===== config.mk =====
export PLATFORM = sky130hd
export DESIGN_NAME = seq_decoder_flat
export DESIGN_NICKNAME = d
export VERILOG_FILES = /design/src/rtl/seq_decoder_if.sv /design/src/rtl/seq_decoder.sv /design/src/flat_wrapper.sv
export SDC_FILE = /design/constraint.sdc
export NUM_CORES = 1
export LEC_CHECK = 0
export BUFFER_PORTS_ARGS = -buffer_cell sky130_fd_sc_hd__buf_2
export CAP_MARGIN = 20
export CORE_MARGIN = 3
export CORE_UTILIZATION = 45
export DETAILED_ROUTE_END_ITERATION = 10
export PLACE_DENSITY = 0.72
export SLEW_MARGIN = 15
export SYNTH_ARGS = -nofsm -noshare
export SYNTH_HDL_FRONTEND = slang
export SYNTH_SLANG_ARGS = --single-unit
export TNS_END_PERCENT = 1

===== constraint.sdc =====
create_clock -name clk -period 1.4 [get_ports clk]
set_input_delay 0.07 -clock clk [delete_from_list [all_inputs] [get_ports clk]]
set_output_delay 0.07 -clock clk [all_outputs]
set_load 0.005 [all_outputs]

===== src/rtl/seq_decoder_if.sv =====
// Handshake/bus bundle for seq_decoder: decode controls in, one-hot strobe and scan status out.
// The dwell field exists only when SEQ_DECODER_PRESCALE_EN is defined.
interface seq_decoder_if #(
    parameter int IN_W = 3
`ifdef SEQ_DECODER_PRESCALE_EN
    ,
    parameter int DWELL_W = 4
`endif
);
    localparam int OUT_W = 2**IN_W;

    logic              en;
    logic              mode;
    logic              start;
    logic [IN_W-1:0]   in_code;
`ifdef SEQ_DECODER_PRESCALE_EN
    logic [DWELL_W-1:0] dwell;
`endif
    logic [OUT_W-1:0]  out;
    logic [IN_W-1:0]   code_out;
    logic              valid;
    logic              busy;
    logic              done;

    modport master (
        output en, mode, start, in_code,
`ifdef SEQ_DECODER_PRESCALE_EN
        output dwell,
`endif
        input  out, code_out, valid, busy, done
    );

    modport slave (
        input  en, mode, start, in_code,
`ifdef SEQ_DECODER_PRESCALE_EN
        input  dwell,
`endif
        output out, code_out, valid, busy, done
    );
endinterface


===== src/rtl/seq_decoder.sv =====
// Binary-to-one-hot decoder with registered outputs and an automatic code-scan sequencer.
// SEQ_DECODER_PRESCALE_EN adds a per-code dwell down-counter loaded from the dwell input.
module seq_decoder #(
    parameter int IN_W    = 3,
    parameter int DWELL_W = 4
) (
    input  logic         clk,
    input  logic         rst,
    seq_decoder_if.slave bus
);
    // state | meaning
    // IDLE  | direct decode (mode=0) or waiting for an accepted scan start (mode=1)
    // SCAN  | stepping codes 0..OUT_W-1; en=0 pauses with out/valid blanked

    localparam int OUT_W = 2**IN_W;
    localparam logic [IN_W-1:0]  CODE_LAST = IN_W'(OUT_W - 1);
    localparam logic [OUT_W-1:0] HOT_ZERO  = OUT_W'(1);

    typedef enum logic {IDLE, SCAN} state_t;

    state_t             state, state_nxt;
    logic [OUT_W-1:0]   out_q, out_nxt;
    logic [IN_W-1:0]    code_q, code_nxt;
    logic               valid_q, valid_nxt;
    logic               done_q, done_nxt;
    logic               paused_q, paused_nxt;
    logic [DWELL_W-1:0] cnt_q;
    logic               cnt_zero;

`ifdef SEQ_DECODER_PRESCALE_EN
    logic [DWELL_W-1:0] cnt_nxt;
    logic [DWELL_W-1:0] cap_q, cap_nxt;
`else
    // Without the prescaler every code sits at terminal count immediately.
    assign cnt_q = '0;
`endif

    assign cnt_zero = (cnt_q == '0);

    always_ff @(posedge clk or posedge rst) begin
        if (rst) begin
            state    <= IDLE;
            out_q    <= '0;
            code_q   <= '0;
            valid_q  <= 1'b0;
            done_q   <= 1'b0;
            paused_q <= 1'b0;
`ifdef SEQ_DECODER_PRESCALE_EN
            cnt_q    <= '0;
            cap_q    <= '0;
`endif
        end else begin
            state    <= state_nxt;
            out_q    <= out_nxt;
            code_q   <= code_nxt;
            valid_q  <= valid_nxt;
            done_q   <= done_nxt;
            paused_q <= paused_nxt;
`ifdef SEQ_DECODER_PRESCALE_EN
            cnt_q    <= cnt_nxt;
            cap_q    <= cap_nxt;
`endif
        end
    end

    always_comb begin
        state_nxt  = state;
        out_nxt    = out_q;
        code_nxt   = code_q;
        valid_nxt  = valid_q;
        done_nxt   = 1'b0;
        paused_nxt = paused_q;
`ifdef SEQ_DECODER_PRESCALE_EN
        cnt_nxt    = cnt_q;
        cap_nxt    = cap_q;
`endif
        case (state)
            IDLE: begin
                paused_nxt = 1'b0;
                if (!bus.mode) begin
                    out_nxt   = bus.en ? (HOT_ZERO << bus.in_code) : '0;
                    code_nxt  = bus.in_code;
                    valid_nxt = bus.en;
                end else if (bus.start && bus.en) begin
                    out_nxt   = HOT_ZERO;
                    code_nxt  = '0;
                    valid_nxt = 1'b1;
                    state_nxt = SCAN;
`ifdef SEQ_DECODER_PRESCALE_EN
                    cap_nxt   = bus.dwell;
                    cnt_nxt   = bus.dwell;
`endif
                end else begin
                    out_nxt   = '0;
                    valid_nxt = 1'b0;
                end
            end
            SCAN: begin
                if (!bus.en) begin
                    out_nxt    = '0;
                    valid_nxt  = 1'b0;
                    paused_nxt = 1'b1;
                end else if (paused_q) begin
                    // Resume edge only restores the strobe; dwell resumes on the following edge.
                    out_nxt    = HOT_ZERO << code_q;
                    valid_nxt  = 1'b1;
                    paused_nxt = 1'b0;
                end else if (!cnt_zero) begin
`ifdef SEQ_DECODER_PRESCALE_EN
                    cnt_nxt = cnt_q - 1'b1;
`endif
                end else if (code_q != CODE_LAST) begin
                    code_nxt = code_q + 1'b1;
                    out_nxt  = out_q << 1;
`ifdef SEQ_DECODER_PRESCALE_EN
                    cnt_nxt  = cap_q;
`endif
                end else begin
                    out_nxt   = '0;
                    valid_nxt = 1'b0;
                    done_nxt  = 1'b1;
                    state_nxt = IDLE;
                end
            end
            default: state_nxt = IDLE;
        endcase
    end

    assign bus.out      = out_q;
    assign bus.code_out = code_q;
    assign bus.valid    = valid_q;
    assign bus.busy     = (state == SCAN);
    assign bus.done     = done_q;
endmodule

===== src/flat_wrapper.sv =====
// flat-port wrapper written by rule: the top's interface ports become plain ports
module seq_decoder_flat 
#(
    parameter int IN_W    = 3,
    parameter int DWELL_W = 4
)
  (clk, rst, bus_en, bus_mode, bus_start, bus_in_code, bus_out, bus_code_out, bus_valid, bus_busy, bus_done);
  seq_decoder_if #(.IN_W(IN_W)) bus_i ();
  input  logic clk;
  input  logic rst;
  input wire logic [$bits(bus_i.en)-1:0] bus_en;
  input wire logic [$bits(bus_i.mode)-1:0] bus_mode;
  input wire logic [$bits(bus_i.start)-1:0] bus_start;
  input wire logic [$bits(bus_i.in_code)-1:0] bus_in_code;
  output wire logic [$bits(bus_i.out)-1:0] bus_out;
  output wire logic [$bits(bus_i.code_out)-1:0] bus_code_out;
  output wire logic [$bits(bus_i.valid)-1:0] bus_valid;
  output wire logic [$bits(bus_i.busy)-1:0] bus_busy;
  output wire logic [$bits(bus_i.done)-1:0] bus_done;
  assign bus_i.en = bus_en;
  assign bus_i.mode = bus_mode;
  assign bus_i.start = bus_start;
  assign bus_i.in_code = bus_in_code;
  assign bus_out = bus_i.out;
  assign bus_code_out = bus_i.code_out;
  assign bus_valid = bus_i.valid;
  assign bus_busy = bus_i.busy;
  assign bus_done = bus_i.done;
  seq_decoder #(.IN_W(IN_W), .DWELL_W(DWELL_W)) u_core (.clk(clk), .rst(rst), .bus(bus_i));
endmodule

==> flow_metrics.env <==
export IMPL_vdd_ir_drop_max_mv=1.06
export IMPL_hold_violations=0
export IMPL_place_gp_congestion=0.822
export IMPL_clockRootBuffer="clkbuf_4"
export IMPL_cp_data_arrival_time_ps=1630
export IMPL_ff2ff_path_depth=4
export IMPL_cts_buffers_inserted=3
export IMPL_row_count=15
export IMPL_synth_edff_count=0
export IMPL_hold_slack_ps=45.0
export IMPL_clk_path_buf_depth=2
export IMPL_p_leak_nw=0.538
export IMPL_syn_area_um2=851
export IMPL_max_cap_violations=0
export IMPL_rsz0062_at_grt="true"
export IMPL_worst_slew_pin_slew_ps=561
export IMPL_cpPeakStageDelay_ps=510
export IMPL_grt_pass1_wl_mm=3.39
export IMPL_timing_hold_worst_path_depth=2
export IMPL_via_count=773
export IMPL_fin_crit_sh_pct=104
export IMPL_initial_utilization_pct=48.2
export IMPL_final_cell_mix="21 x buf_2, 15 x dfrtp_1, 14 x buf_4"
export IMPL_synthToLayoutAreaGrowth_pct=30.9
export IMPL_synth_ff_latch_count=15
export IMPL_wire_per_inst_um=14.9
export IMPL_grt_overflow=0
export IMPL_placed_cells=131
export IMPL_final_nets=128
export IMPL_core_area_um2=1760
export IMPL_vias_per_cell=5.60
export IMPL_die_x_um=49.5
export IMPL_critical_path_max_fanout=3
export IMPL_final_common_cell="buf_2"
export IMPL_synthDistinctLibCells=30
export IMPL_synth_area_leader_cell="dfrtp_1"
export IMPL_ant_nets=0
export IMPL_fin_skew_ps=6.92
export IMPL_drive_gt1_share_pct=45.1
export IMPL_critical_path_startpoint_type="flop"
export IMPL_cts_sinks=15
export IMPL_crit_slowest_cell="or4_1"
export IMPL_report_final_slew_viol_count=0
export IMPL_slew_headroom_pct=62.5
export IMPL_cts_clk_slew_worst_paths_ps=90
export IMPL_grt_use_total_pct=17.8
export IMPL_synthesis_nets=91
export IMPL_htree_num_levels=1
export IMPL_crit_required_ps=1570
export IMPL_io_buffers=21
export IMPL_setup_viol=3
export IMPL_die_h_um=49.5
export IMPL_drc=0
export IMPL_yosysWarnings=0
export IMPL_r2r_end="u_core.bus.code_out[1]$_DFFE_PP0P_"
export IMPL_finalCriticalPeriod_ps=1460
export IMPL_hold_end="u_core.bus.out[0]$_DFF_PP0_"
export IMPL_hp_class="in -> reg"
export IMPL_crit_path_cell_trace="inv_2 > ha_1 > or4_1 > o221a_1"
export IMPL_dp_slack_ps=-35.4
export IMPL_worstSetupEndpointType="flop"
export IMPL_hpwl_mm=1.50
export IMPL_synth_ff_type="dfrtp_1"
export IMPL_wl_mm=2.06
export IMPL_drt_iter0_drc=26
export IMPL_clk_latency_ps=280
export IMPL_synth_top_cell_area_share_pct=44.1
export IMPL_antenna_found_initial=0
export IMPL_synthCells=77
export IMPL_violations="negative setup slack"
export IMPL_n_antenna_cell=0
export IMPL_utilization_pct=63.1
export IMPL_r2r_setup_slack_ps=-60
export IMPL_layout_cells_non_filler=138
export IMPL_grt_pass1_vias=724
export IMPL_synth_area_leaders="dfrtp_1 44%, ha_1 8.8%, a32oi_1 5.1%"
export IMPL_max_freq_mhz=686
export IMPL_dieArea_um2=2450
export IMPL_grt_max_degree=16
export IMPL_worst_hold_startpoint="bus_in_code[1]"
export IMPL_worst_slack_ps=-56.8
export IMPL_syn_avg_cell_area_um2=11.0
export IMPL_status="finished, violations left"
export IMPL_synth_seq_area_share_pct=44.1
export IMPL_firstDrtPassIters=4
export IMPL_finalSetupTns_ps=-65.4
export IMPL_cts_tree="built"
export IMPL_async_reset_ff_share_pct=100
export IMPL_io_pins=22
export IMPL_path_class="reg -> reg"
export IMPL_power_density_nw_per_um2=1770
export IMPL_reg2reg_from="u_core.bus.code_out[1]$_DFFE_PP0P_"
-- critical path: cells and delay by family, from the launching register on --
family                     cells  cell delay, ps
AOI/OAI and AO/OA              1             130
adders and majority gates      1             270
buffers and inverters          1              50
DFF                            1             390
and+or+nand+nor                1             510
-- flip-flops by register name, indices dropped and copies added, names as in the netlist --
register,cells
u_core.bus.done,1
u_core.bus.valid,1
u_core.bus.busy,1
u_core.bus.out,8
u_core.paused_q,1
u_core.bus.code_out,3
-- routing by layer --
layer | up-vias | track usage (%) | part of all wire [%]
li1 | 366 | - | -
met1 | 345 | 24.2 | 41
met2 | 53 | 29.2 | 49
met3 | 9 | 1.81 | 8.6
met4 | 0 | 6.91 | 2.1
met5 | - | 0 | 0
-- logic make-up after synthesis --
family	Yosys count	share of synthesized area (%)
compound gates	25	25.0
fa+ha+maj	6	8.82
flops	15	44.1
simple gates	20	14.1
buf+inv	11	7.94
-- per-stage QoR --
stage | area, µm² | total power [W]
after floorplan | 866 | 0.00123
after global placement | 1050 | 0.00164
after detailed placement | 1050 | 0.00166
after CTS | 1090 | 0.00193
after global routing | 1110 | 0.00211
final | 1110 | 0.00197
-- how the worst max path moves through the flow --
stage | startpoint | to | slack [ps] | depth (start not counted)
3_3_place_gp | u_core.bus.code_out[0]$_DFFE_PP0P_ | u_core.bus.code_out[1]$_DFFE_PP0P_ | -20 | 4
4_1_cts | u_core.bus.code_out[0]$_DFFE_PP0P_ | u_core.bus.code_out[1]$_DFFE_PP0P_ | -60 | 4
5_1_grt | u_core.bus.code_out[0]$_DFFE_PP0P_ | u_core.bus.code_out[1]$_DFFE_PP0P_ | -120 | 4
6_report | u_core.bus.code_out[1]$_DFFE_PP0P_ | u_core.bus.code_out[1]$_DFFE_PP0P_ | -60 | 4
2_1_floorplan | u_core.bus.code_out[0]$_DFFE_PP0P_ | u_core.bus.code_out[1]$_DFFE_PP0P_ | -60 | 4
3_5_place_dp | u_core.bus.code_out[0]$_DFFE_PP0P_ | u_core.bus.code_out[1]$_DFFE_PP0P_ | -40 | 4
-- cell usage after synthesis, types with 2 or more instances --
master and number:
ha_1 6, nand2_1 3, inv_1 7, a21oi_1 4
a32oi_1 5, nand4_1 2, o221a_1 2, buf_6 3
o31ai_1 2, nor2_1 2, dfrtp_1 15, nand3_1 2
o22ai_1 6, nand2b_1 2
-- report_power, final --
part | switching, W | leakage [nW] | internal (W) | total, W
clock network | 0.000138 | 0.0177 | 0.000106 | 0.000244
logic | 0.000505 | 0.327 | 0.000561 | 0.00107
registers | 0.000122 | 0.194 | 0.000541 | 0.000664
total | 0.000765 | 0.538 | 0.00121 | 0.00197
-- layout make-up --
class	instances	area, µm²
fillers	161	651
well taps	25	31.3
clock inverters	1	5.00
flip-flops and latches	15	375
inverters	7	26.3
multi-input cells	51	433
repair buffers	36	220
clock buffers	3	22.5
-- timing repair --
action                     CTS  global route
gates cloned                 0             0
setup buffers                0             2
pin swaps                    0             3
hold buffers                 1             0
setup endpoints to repair    3            11
resized for setup            1             2
hold endpoints to repair    15             0
Power figures use the tool's default switching activity.
